`src/rtl/systolic_pkg.sv`:
```
// -----------------------------------------------------------------------------
// systolic_pkg
//   Shared types and width helpers for the output-stationary systolic array
//   sequencer (systolic_ctrl) and its per-lane skew generator (skew_lane).
//
//   Contents:
//     state_t        sequencer states IDLE, CLEAR, FEED, DRAIN, READOUT
//     kw(n)          lane inner-index / row / column width, max(1, clog2(n))
//     tw(n)          step counter width, clog2(3n)
//     rw(n)          readout index width, clog2(n*n+1)
//     acc_w(width)   accumulator / result width, 2*width
//     feed_cyc(n)    FEED duration, 2n-1 cycles
//     drain_cyc(n)   DRAIN duration, n-1 cycles
// -----------------------------------------------------------------------------
package systolic_pkg;

    typedef enum logic [2:0] {
        IDLE,
        CLEAR,
        FEED,
        DRAIN,
        READOUT
    } state_t;

    function automatic int kw(input int n);
        return (n > 1) ? $clog2(n) : 1;
    endfunction

    function automatic int tw(input int n);
        return $clog2(3 * n);
    endfunction

    function automatic int rw(input int n);
        return $clog2(n * n + 1);
    endfunction

    function automatic int acc_w(input int width);
        return 2 * width;
    endfunction

    function automatic int feed_cyc(input int n);
        return 2 * n - 1;
    endfunction

    function automatic int drain_cyc(input int n);
        return n - 1;
    endfunction

endpackage

```
`src/rtl/systolic_ctrl_skew_lane.sv`:
```
// -----------------------------------------------------------------------------
// skew_lane
//   Combinational enable and inner index for one operand lane of the array.
//   Lane LANE (row LANE of A, column LANE of B) injects operand k = t - LANE
//   while LANE <= t < LANE + N during FEED; at all other times it is idle
//   and reports k = 0.
//
//   Ports:
//     state  in   state_t   sequencer state
//     t      in   tw(N)     FEED/DRAIN step counter
//     en     out  1         lane injects a real operand this cycle
//     k      out  kw(N)     inner index of the injected operand
// -----------------------------------------------------------------------------
module skew_lane
    import systolic_pkg::*;
#(
    parameter int N    = 4,
    parameter int LANE = 0
) (
    input  state_t             state,
    input  logic [tw(N)-1:0]   t,
    output logic               en,
    output logic [kw(N)-1:0]   k
);

    localparam int KW = kw(N);

    always_comb begin
        // NOTE: both outputs get a default before any condition so every path
        // assigns them and no latch is inferred.
        en = 1'b0;
        k  = '0;
        if (state == FEED && int'(t) >= LANE && int'(t) < LANE + N) begin
            en = 1'b1;
            k  = KW'(int'(t) - LANE);
        end
    end

endmodule

```
`src/rtl/systolic_ctrl.sv`:
```
// -----------------------------------------------------------------------------
// systolic_ctrl
//   Sequencer for an NxN output-stationary PE grid. On start it clears the
//   grid for one cycle, drives skewed operand-lane enables and inner indices
//   for 2N-1 cycles, waits N-1 cycles for the wavefront to drain, then streams
//   the N*N accumulators out in row-major order over a valid/ready port.
//
//   Parameters:
//     N       array dimension (rows = cols = inner length), N >= 1
//     WIDTH   operand width; results are 2*WIDTH wide
//
//   Ports:
//     clk        in   1             clock
//     rst        in   1             synchronous, active-high reset
//     start      in   1             request one multiply (taken only in IDLE)
//     busy       out  1             high in every state except IDLE
//     done       out  1             one-cycle pulse after the last result
//     arr_clr    out  1             clears the PE grid
//     lane_en    out  N             per-lane real-operand enable
//     lane_k     out  N*KW          per-lane inner index, lane i at [i*KW+:KW]
//     arr_c      in   N*N*2*WIDTH   PE accumulators, PE(r,c) at (r*N+c)
//     res_valid  out  1             result word available
//     res_ready  in   1             sink accepts result
//     res_data   out  2*WIDTH       selected accumulator
//     res_row    out  KW            row of res_data
//     res_col    out  KW            column of res_data
//     perf_cycles out 32            busy-cycle count (only with
//                                   SYSTOLIC_CTRL_PERF_EN defined)
//
//   Build option: define SYSTOLIC_CTRL_PERF_EN to add perf_cycles, which is
//   cleared on rst and on start acceptance, counts every busy cycle and
//   saturates at all-ones.
// -----------------------------------------------------------------------------
module systolic_ctrl
    import systolic_pkg::*;
#(
    parameter int N     = 4,
    parameter int WIDTH = 8
) (
    input  logic                      clk,
    input  logic                      rst,
    input  logic                      start,
    output logic                      busy,
    output logic                      done,
    output logic                      arr_clr,
    output logic [N-1:0]              lane_en,
    output logic [N*kw(N)-1:0]        lane_k,
    input  logic [N*N*2*WIDTH-1:0]    arr_c,
    output logic                      res_valid,
    input  logic                      res_ready,
    output logic [2*WIDTH-1:0]        res_data,
    output logic [kw(N)-1:0]          res_row,
    output logic [kw(N)-1:0]          res_col
`ifdef SYSTOLIC_CTRL_PERF_EN
    ,
    output logic [31:0]               perf_cycles
`endif
);

    localparam int KW        = kw(N);
    localparam int TW        = tw(N);
    localparam int RW        = rw(N);
    localparam int ACC_W     = acc_w(WIDTH);
    localparam int FEED_CYC  = feed_cyc(N);
    localparam int DRAIN_CYC = drain_cyc(N);

    state_t        state;
    logic [TW-1:0] t;     // step counter across FEED and DRAIN
    logic [RW-1:0] r;     // row-major readout index

    // -------------------------------------------------------------------------
    // Sequencer with registered status outputs
    // -------------------------------------------------------------------------
    always_ff @(posedge clk) begin
        // NOTE: all sequential state uses non-blocking assignment so every
        // register samples the pre-edge values of the others.
        if (rst) begin
            state     <= IDLE;
            t         <= '0;
            r         <= '0;
            busy      <= 1'b0;
            done      <= 1'b0;
            arr_clr   <= 1'b0;
            res_valid <= 1'b0;
        end else begin
            done    <= 1'b0;
            arr_clr <= 1'b0;
            unique case (state)
                IDLE: begin
                    if (start) begin
                        state   <= CLEAR;
                        busy    <= 1'b1;
                        arr_clr <= 1'b1;
                        t       <= '0;
                        r       <= '0;
                    end
                end
                CLEAR: begin
                    state <= FEED;
                end
                FEED: begin
                    if (t == TW'(FEED_CYC - 1)) begin
                        if (DRAIN_CYC == 0) begin
                            // Single-PE array: the only product is already
                            // accumulated, so go straight to readout.
                            state     <= READOUT;
                            res_valid <= 1'b1;
                            t         <= '0;
                        end else begin
                            state <= DRAIN;
                            t     <= t + TW'(1);
                        end
                    end else begin
                        t <= t + TW'(1);
                    end
                end
                DRAIN: begin
                    // Last product reaches PE(N-1,N-1) at the edge that ends
                    // step 3N-3.
                    if (t == TW'(FEED_CYC + DRAIN_CYC - 1)) begin
                        state     <= READOUT;
                        res_valid <= 1'b1;
                        t         <= '0;
                    end else begin
                        t <= t + TW'(1);
                    end
                end
                READOUT: begin
                    if (res_ready) begin
                        if (r == RW'(N * N - 1)) begin
                            state     <= IDLE;
                            busy      <= 1'b0;
                            done      <= 1'b1;
                            res_valid <= 1'b0;
                            r         <= '0;
                        end else begin
                            r <= r + RW'(1);
                        end
                    end
                end
                default: begin
                    state <= IDLE;
                end
            endcase
        end
    end

    // -------------------------------------------------------------------------
    // Per-lane skew generation
    // -------------------------------------------------------------------------
    for (genvar i = 0; i < N; i++) begin : g_lane
        skew_lane #(
            .N    (N),
            .LANE (i)
        ) u_lane (
            .state (state),
            .t     (t),
            .en    (lane_en[i]),
            .k     (lane_k[i*KW +: KW])
        );
    end

    // -------------------------------------------------------------------------
    // Result mux: row/column derive from r, so a stalled word stays stable
    // while r holds; the grid is frozen because all lanes are idle here.
    // -------------------------------------------------------------------------
    always_comb begin
        res_data = arr_c[int'(r) * ACC_W +: ACC_W];
        res_row  = KW'(int'(r) / N);
        res_col  = KW'(int'(r) % N);
    end

`ifdef SYSTOLIC_CTRL_PERF_EN
    always_ff @(posedge clk) begin
        if (rst) begin
            perf_cycles <= '0;
        end else if (state == IDLE && start) begin
            perf_cycles <= '0;
        end else if (busy && perf_cycles != 32'hFFFF_FFFF) begin
            perf_cycles <= perf_cycles + 32'd1;
        end
    end
`endif

endmodule

```
`config.mk`:
```
export PLATFORM = sky130hd
export DESIGN_NAME = systolic_ctrl
export DESIGN_NICKNAME = d
export VERILOG_FILES = /design/src/rtl/systolic_pkg.sv /design/src/rtl/systolic_ctrl_skew_lane.sv /design/src/rtl/systolic_ctrl.sv
export SDC_FILE = /design/constraint.sdc
export NUM_CORES = 1
export LEC_CHECK = 0
export CAP_MARGIN = 5
export CORE_AREA = 2 2 113 115
export DETAILED_ROUTE_END_ITERATION = 12
export DIE_AREA = 0 0 115 117
export PLACE_DENSITY_LB_ADDON = 0.2
export SYNTH_ARGS = -nofsm -noshare
export SYNTH_HDL_FRONTEND = slang
export SYNTH_SLANG_ARGS = --single-unit
```
`constraint.sdc`:
```
create_clock -name clk -period 6.7 [get_ports clk]
set_clock_uncertainty 0.2 [all_clocks]
set_input_delay 1.34 -clock clk [delete_from_list [all_inputs] [get_ports clk]]
set_output_delay 1.34 -clock clk [all_outputs]
set_load 0.02 [all_outputs]
```
; ---- Word-level counts from Yosys, hierarchy flattened
; Cells that the tools add are included.
[classes]
addsub = 5
n_lt_le_gt_ge = 7
n_eq_ne = 12
shifts = 1
mux = 29
bitwise = 3
reduce_logical = 18
[ops]
columns = op, n
row1 = indexed part select 256 x 10 -> 16 bit, 1
row2 = "less-than comparator 4 x 3 -> 1 bit, second input constant", 4
row3 = two-way mux 3 bit, 5
row4 = two-way mux 5 bit, 3
row5 = case mux 3 bit (5 select lines), 1
row6 = case mux 4 bit (3 select lines), 1
row7 = two-way mux 1 bit, 10
row8 = "!= test 2 bit, second input constant", 5
row9 = case mux 5 bit (2 select lines), 1
row10 = ">= comparator 4 x 2 -> 1 bit, second input constant", 2
row11 = two-way mux 2 bit, 4
row12 = two-way mux 4 bit, 2
row13 = AND reduction 4 bit, 2
row14 = logical AND 1 bit, 7
row15 = "== test 3 x 2 -> 1 bit, second input constant", 2
row16 = "adder 5 x 1 -> 5 bit, second input constant", 1
row17 = "== test 5 x 4 -> 1 bit, second input constant", 1
row18 = AND reduction 5 bit, 1
row19 = "adder 4 x 1 -> 4 bit, second input constant", 1
row20 = "== test 4 x 3 -> 1 bit, second input constant", 1
row21 = "== test 4 bit, second input constant", 1
row22 = ">= comparator 4 x 1 -> 1 bit, second input constant", 1
row23 = case mux 1 bit (2 select lines), 2
row24 = nonzero test 2 bit, 2
row25 = 11 further kinds, 14
[word_totals]
reg_bits = 16
in_bits = 260
output_inout_bits = 36

; ---- Longest topological paths before layout
; Gate-level depths: netlist of run 1.
[depth]
depth_word = 4
ltp_mapped = 7

; ---- By module
; Synthesis of run 1 repeated with hierarchy kept, for this count alone.
[unflattened]
hier_cells = 327
hier_area_um2 = 3253.1
[by_module_without_submodules]
columns = module, n_inst, cells_per_inst, area_per_inst_um2, seq_area_each_um2
row1 = systolic_ctrl, 1, 302, 3029.2, 320.3
row2 = skew_lane (g_lane[1].u_lane), 1, 10, 78.8, 0.0
row3 = skew_lane (g_lane[3].u_lane), 1, 6, 61.3, 0.0
row4 = skew_lane (g_lane[2].u_lane), 1, 5, 51.3, 0.0
row5 = skew_lane (g_lane[0].u_lane), 1, 4, 32.5, 0.0

; ---- Worst setup path before layout of run 1
; OpenSTA, ideal clock, no wires.
[synth_path]
path_kind = input -> output
start = in arr_c[48]
end = out res_data[0]
arrival_time_ns = 2.132
t_required_ns = 5.160
slack_ns = 3.028
cell_stages = 3
path_buffers = 0
cell_sequence = mux4_2 > a32oi_1 > o211ai_1
[synth_between]
elab_chain_cells = 1
[synth_rtl]
columns = item, line_no
row1 = "start, declared", systolic_ctrl.sv:48  ; input logic [N*N*2*WIDTH-1:0] arr_c,
row2 = indexed part select 256 x 10 -> 16 bit, systolic_ctrl.sv:168  ; res_data = arr_c[int'(r) * ACC_W +: ACC_W];
row3 = "end, declared", systolic_ctrl.sv:51  ; output logic [2*WIDTH-1:0] res_data,
; No other way between the ends.

; ---- Worst setup path in the final report of run 1
[layout_path]
start = in arr_c[187]
end = out res_data[11]
; Same word-level chain as after synthesis.

==> flow_summary.ini, run 1 <==
[outcome]
status = completed

[worst_setup_path]
start_kind = primary input
path_buf_inv = 2
path_common_cell = clkdlybuf4s50_1
cp_top_family = buffers and inverters
path_cells = clkdlybuf4s50_1 -> mux4_2 -> mux2i_1 -> o22ai_1 -> clkdlybuf4s50_1
critPathMaxFanout = 1
worst_ep_required_time_ns = 5.16
path_class = in -> out
critical-path-max-stage-delay_ns = 0.63
cp.arrival_ns = 3.37
slowest_stage = clkdlybuf4s50_1
end_kind = output pin

[placement]
place_area_um2 = 5959
hpwl_mm = 12.91
gp_congestion = 0.7844
numPortBuffers = 295

[pwr]
p_leak_nw = 1.942
swShare_pct = 22.09
p_clk_share_pct = 25.1
p_sw_mw = 0.1004
peakVddDrop_uv = 71.76
combPwrFrac_pct = 52.8
pwr-share-seq_pct = 22.1
internal-power_mw = 0.3540
power.density_nw_per_um2 = 75.19

[route]
wl_met3_um = 683
dr.pass1.iters = 4
vias = 3544
viasPerCell = 5.129
drt_iter0_drc = 186
top_layer = met4
met2_length_mm = 8.172
avgRoutedWirePerCell_um = 21.41
wl_mm = 14.80
postRouteAntennaNets = 0
met1_length_mm = 5.634
route.detailed.drc = 0

[cells_and_area]
fill_cells = 1150
multi_input_area_um2 = 2452
area_growth_pct = 103.8
fin_area_um2 = 6043
post-route-util_pct = 49.09
nets = 805
layout-drive-gt1-share_pct = 13.36
regArea_um2 = 329.1

[floorplan]
die-area_um2 = 13460
die-width_um = 115
boundaryPins = 296
fp.coreArea_um2 = 12310
std_cell_rows = 41
start_util_pct = 24.09
die_height_um = 117

[timing]
max_freq_mhz = 203.6
rsz0062_at_grt = false
hold_viol = 0
period_needed_ns = 4.911
finalSetupViolations = 0
tightest_slew_ns = 0.9070
maxSlewHeadroom_pct = 39.54
setup_tns_ns = 0
slew_viol_final = 0
period_share_pct = 73.30

[hold_path]
hold_class = reg -> reg

[grt]
grt_max_degree = 68
grt_pass1_vias = 3706
grt_pass1_wl_mm = 20.99
grt_antenna_before_repair = 1
gr-usage-all-layers_pct = 20.62
overflow = 0

[synth]
yosys_register_bits = 16
netlist_area_um2 = 2965
syn_nets = 536
yosysWarnings = 0
synth_ff_type = dfxtp_1
syn_inst = 271
synth_edf_count = 0
ys_types = 41
async_reset_ff_share_pct = 0
syn_area_per_cell_um2 = 10.94
ys_seq_area_share_pct = 10.80

[cts]
ctsHtreeMaxLevel = 1
cts_setup_buffers = 0
clockBufferDepth = 2
cts.sinks = 16
clock-root-buffer = clkbuf_16
clk_pin_slew_ns = 0.05
cts_tree = yes
ctsHoldBuffers = 0
clock_latency_ns = 0.24
cts_made_buffers = 3
postCtsResizedCells = 0

[flow_run]
maxCapViolations = 0
-- sequential cells by signal, summed over array words and instances (netlist names) --
register / cells
r: 5
t: 4
state: 3
arr_clr: 1
busy: 1
done: 1
res_valid: 1
-- layout make-up --
| type | count | area share [%] |
|---|---|---|
| Clock inverter | 1 | 0.06211 |
| Multi-Input combinational cell | 217 | 40.58 |
| Sequential cell | 16 | 5.445 |
| Clock buffer | 3 | 1.242 |
| Timing Repair Buffer | 298 | 49.23 |
| Tap cell | 150 | 3.106 |
| Inverter | 4 | 0.2484 |
| Antenna cell | 2 | 0.08282 |
-- worst reg2reg max path: cells and delay by family (launching register included) --
kind            cells  cell delay [ns]
flops               1             0.89
fa+ha+maj           1             0.36
buf+inv             1             0.05
compound gates      1             0.14
simple gates        1             0.49
-- Yosys cell counts (3+ instances only) --
master / instances / area (um2)
nor2_1: 19 / 71.32
o211ai_1: 4 / 30.03
ha_1: 5 / 62.56
buf_4: 8 / 60.06
o21ai_0: 3 / 15.01
a32oi_1: 3 / 26.28
a21oi_1: 8 / 40.04
dfxtp_1: 16 / 320.3
a31oi_1: 4 / 25.02
mux4_2: 61 / 1374
nand2_1: 12 / 45.04
nand4_1: 4 / 25.02
nor2b_1: 4 / 25.02
buf_2: 9 / 45.04
nand3_1: 6 / 30.03
inv_1: 4 / 15.01
nand2b_1: 4 / 25.02
nor3_1: 8 / 40.04
or4_1: 3 / 22.52
mux2i_1: 33 / 330.3
clkbuf_1: 11 / 41.29
buf_1: 4 / 15.01
o22ai_1: 13 / 81.33
nand3b_1: 3 / 22.52
-- layer usage --
layer	track usage, %	vias to the layer above
met3	2.575	20
li1	-	1659
met4	5.703	0
met5	0	-
met1	25.10	1724
met2	38.35	141
-- final timing paths --
| path | startpoint | endpoint | slack, ns | cells after the start |
|---|---|---|---|---|
| worst max-delay path | arr_c[187] | res_data[11] | 1.79 | 5 |
| worst min-delay path | busy | busy | 0.28 | 1 |
| worst max register to register | r[1] | r[2] | 4.48 | 4 |
| worst min register to register | busy | busy | 0.28 | 1 |
-- cells by family (layout without fill, tap and decap cells) --
group / after synthesis / in the layout / share of synthesized area [%]
and+or+nand+nor: 73 / 73 / 12.95
xor gates and xnor gates: 2 / 2 / 0.5908
adders and majority gates: 5 / 5 / 2.110
DFF: 16 / 16 / 10.80
AOI/OAI and AO/OA: 42 / 42 / 9.198
buffers and inverters: 38 / 306 / 6.497
other: 0 / 2 / 0
muxes: 95 / 95 / 57.85
-- cell usage in the layout (no fill, tap or decap), drive strengths merged, types with 2 or more instances in the layout --
cell type / netlist / layout
nand3b: 3 / 3
a21oi: 8 / 8
o21bai: 2 / 2
nand4: 4 / 4
o21ai: 3 / 3
dfxtp: 16 / 16
ha: 5 / 5
o21a: 2 / 2
buf: 22 / 3
diode: 0 / 2
o211ai: 4 / 4
nor2b: 4 / 4
nand2: 12 / 12
clkdlybuf4s50: 0 / 295
a31oi: 4 / 4
o22ai: 13 / 13
inv: 4 / 4
or4: 3 / 3
nor3: 8 / 8
nor3b: 2 / 2
and4b: 2 / 2
nand3: 6 / 6
mux4: 61 / 61
clkbuf: 12 / 3
a32oi: 3 / 3
nor2: 19 / 19
nand2b: 4 / 4
xnor2: 2 / 2
mux2i: 33 / 33
-- power groups by stage --
| stage | registers (mW) | logic, mW | clock network [mW] |
|---|---|---|---|
| floorplan | 0.104 | 0.0608 | 0 |
| global placement | 0.102 | 0.237 | 0 |
| detailed placement | 0.102 | 0.241 | 0 |
| CTS | 0.100 | 0.242 | 0.116 |
| global route | 0.101 | 0.253 | 0.119 |
| finish | 0.100 | 0.240 | 0.114 |
-- stage by stage --
| stage | setup slack [ns] | std cells | power (mW) | hold slack (ns) |
|---|---|---|---|---|
| after global routing | 1.786 | 690 | 0.4732 | 0.2877 |
| after floorplan | 3.028 | 271 | 0.1643 | 0.2913 |
| after CTS | 1.805 | 689 | 0.4578 | 0.2784 |
| after detailed placement | 1.818 | 685 | 0.3430 | 0.2670 |
| after global placement | 1.823 | 685 | 0.3392 | 0.2553 |
| final | 1.789 | 691 | 0.4544 | 0.2828 |
(Power assumes the default switching activity.)
==> run 2, diff against run 1 <==
- CORE_AREA: 2 2 113 115 -> 2 2 115 117
- DIE_AREA: 0 0 115 117 -> 0 0 117 119
- clock period: 6.7 -> 3.95 ns (I/O delays scaled with it)
==> run 2 against run 1 <==
Compared with the run above: critical path type is now reg -> out; critical endpoint is now res_data[0]; cell count rose by 5.1%; register-to-register slack got worse by 2.7 ns; via count grew 0.42%; non-clock buffer count grew 9; clock power up 96%; first-iteration DRC count is 12% higher; core utilization fell by 0.92 points; sequential power is 71% higher; global-route usage is 1.2 points higher; combinational power grew 69%; sequential share of layout area down 0.18 points; worst hold slack worse by 0.0082 ns.
==> flow_summary.ini, run 2 (synthesis gave the netlist of run 1 again) <==
[worst_setup_path]
path_class = reg -> out
worst_ep_required_time_ns = 2.96
end_kind = output pin
cp_top_family = buffers and inverters
start_kind = flip-flop
slowest_stage = dfxtp_4
path_buf_inv = 2
critPathMaxFanout = 35
critical-path-max-stage-delay_ns = 0.78
cp.arrival_ns = 2.76
path_cells = buf_4 -> mux4_2 -> a32oi_1 -> o211ai_1 -> clkdlybuf4s50_1

[flow_run]
maxCapViolations = 0

[grt]
grt_pass1_vias = 3860
grt_max_degree = 36
gr-usage-all-layers_pct = 21.78
grt_pass1_wl_mm = 22.40
grt_antenna_before_repair = 2
overflow = 0

[floorplan]
die-width_um = 117
boundaryPins = 296
die-area_um2 = 13920
fp.coreArea_um2 = 12870
std_cell_rows = 42
die_height_um = 119
start_util_pct = 23.03

[timing]
maxSlewHeadroom_pct = 54.57
slew_viol_final = 0
rsz0062_at_grt = false
tightest_slew_ns = 0.6815
period_needed_ns = 3.746
hold_viol = 0
setup_tns_ns = 0
finalSetupViolations = 0
period_share_pct = 94.84
max_freq_mhz = 267.0

[route]
route.detailed.drc = 0
wl_mm = 15.41
dr.pass1.iters = 4
avgRoutedWirePerCell_um = 21.22
viasPerCell = 4.902
drt_iter0_drc = 209
vias = 3559
postRouteAntennaNets = 0

[placement]
gp_congestion = 0.9342
numPortBuffers = 295
dp_cells = 720
hpwl_mm = 13.45

[cells_and_area]
regArea_um2 = 326.6
top_register = r
layout.cells.non_filler = 726
final_cell_mix = clkdlybuf4s50_1 (295), mux4_2 (61), mux2i_1 (33)
fill_cells = 1186
layout-drive-gt1-share_pct = 14.96
area_growth_pct = 109.1
nets = 814
post-route-util_pct = 48.16
layout_commonest_cell = clkdlybuf4s50_1
largest_reg_flops = 5
multi_input_area_um2 = 2452
top_regs = r (5), t (4), state (3)

[cts]
cts_tree = yes
postCtsResizedCells = 0
ctsHtreeMaxLevel = 1
cts_made_buffers = 3
cts.sinks = 16
clock_latency_ns = 0.25
ctsHoldBuffers = 0
clockBufferDepth = 2
cts_setup_buffers = 0
clock-root-buffer = clkbuf_16
clk_pin_slew_ns = 0.05

[hold_path]
hold_class = reg -> reg

[outcome]
status = completed

[pwr]
p_leak_nw = 2.007
power.density_nw_per_um2 = 129.1
peakVddDrop_uv = 123.6
## run 2: changes by cell type in the layout (fill, tap and decap cells not counted)
cell	change
dfxtp_4	-1
buf_4	+5
dfxtp_2	+1
buf_12	+4
clkbuf_8	+1
clkinv_1	-1
## run 2: through the flow
step	setup WS [ns]	hold WS (ns)	power, mW	cell area (um2)
global placement	0.3016	0.2547	0.5742	6107
CTS	0.1636	0.2728	0.8029	6196
floorplan	1.270	0.2913	0.2788	2965
finish	0.2040	0.2746	0.8003	6201
detailed placement	0.3066	0.2609	0.5800	6107
global route	0.05486	0.3045	0.8340	6196
## run 2: power by group
| part | switching (mW) | internal (mW) |
|---|---|---|
| clock network | 0.0690 | 0.154 |
| registers | 0.00596 | 0.165 |
| logic | 0.104 | 0.302 |
## run 2: path summary, 6_finish.rpt
path / startpoint / endpoint / slack, ns / cells past startpoint
worst max register to register: r[0] / r[2] / 1.83 / 4
worst max-delay path: r[0] / res_data[0] / 0.20 / 5
worst min-delay path: res_valid / res_valid / 0.27 / 1
worst min register to register: res_valid / res_valid / 0.27 / 1
## run 2: area by class of cell
| cell class | count | share of cell area (%) |
|---|---|---|
| clock buffers | 4 | 1.433 |
| flip-flops and latches | 16 | 5.266 |
| well taps | 176 | 3.551 |
| diodes | 2 | 0.08071 |
| repair buffers | 307 | 49.88 |
| inverters | 4 | 0.2421 |
| multi-input cells | 217 | 39.55 |
## run 2: layer usage
layer  GRT usage (%)  wire length (um)  up-vias
li1                -                 -     1672
met5               0                13        -
met2           37.83              7879      155
met4           4.265               248        2
met3           6.158              1263       17
met1           26.77              6003     1713
==> run 3, diff against run 2 <==
- GPL_TIMING_DRIVEN: default -> 1
==> results of run 3 <==
Same layout as run 2: the final DEF is identical, and so are final timing and power.
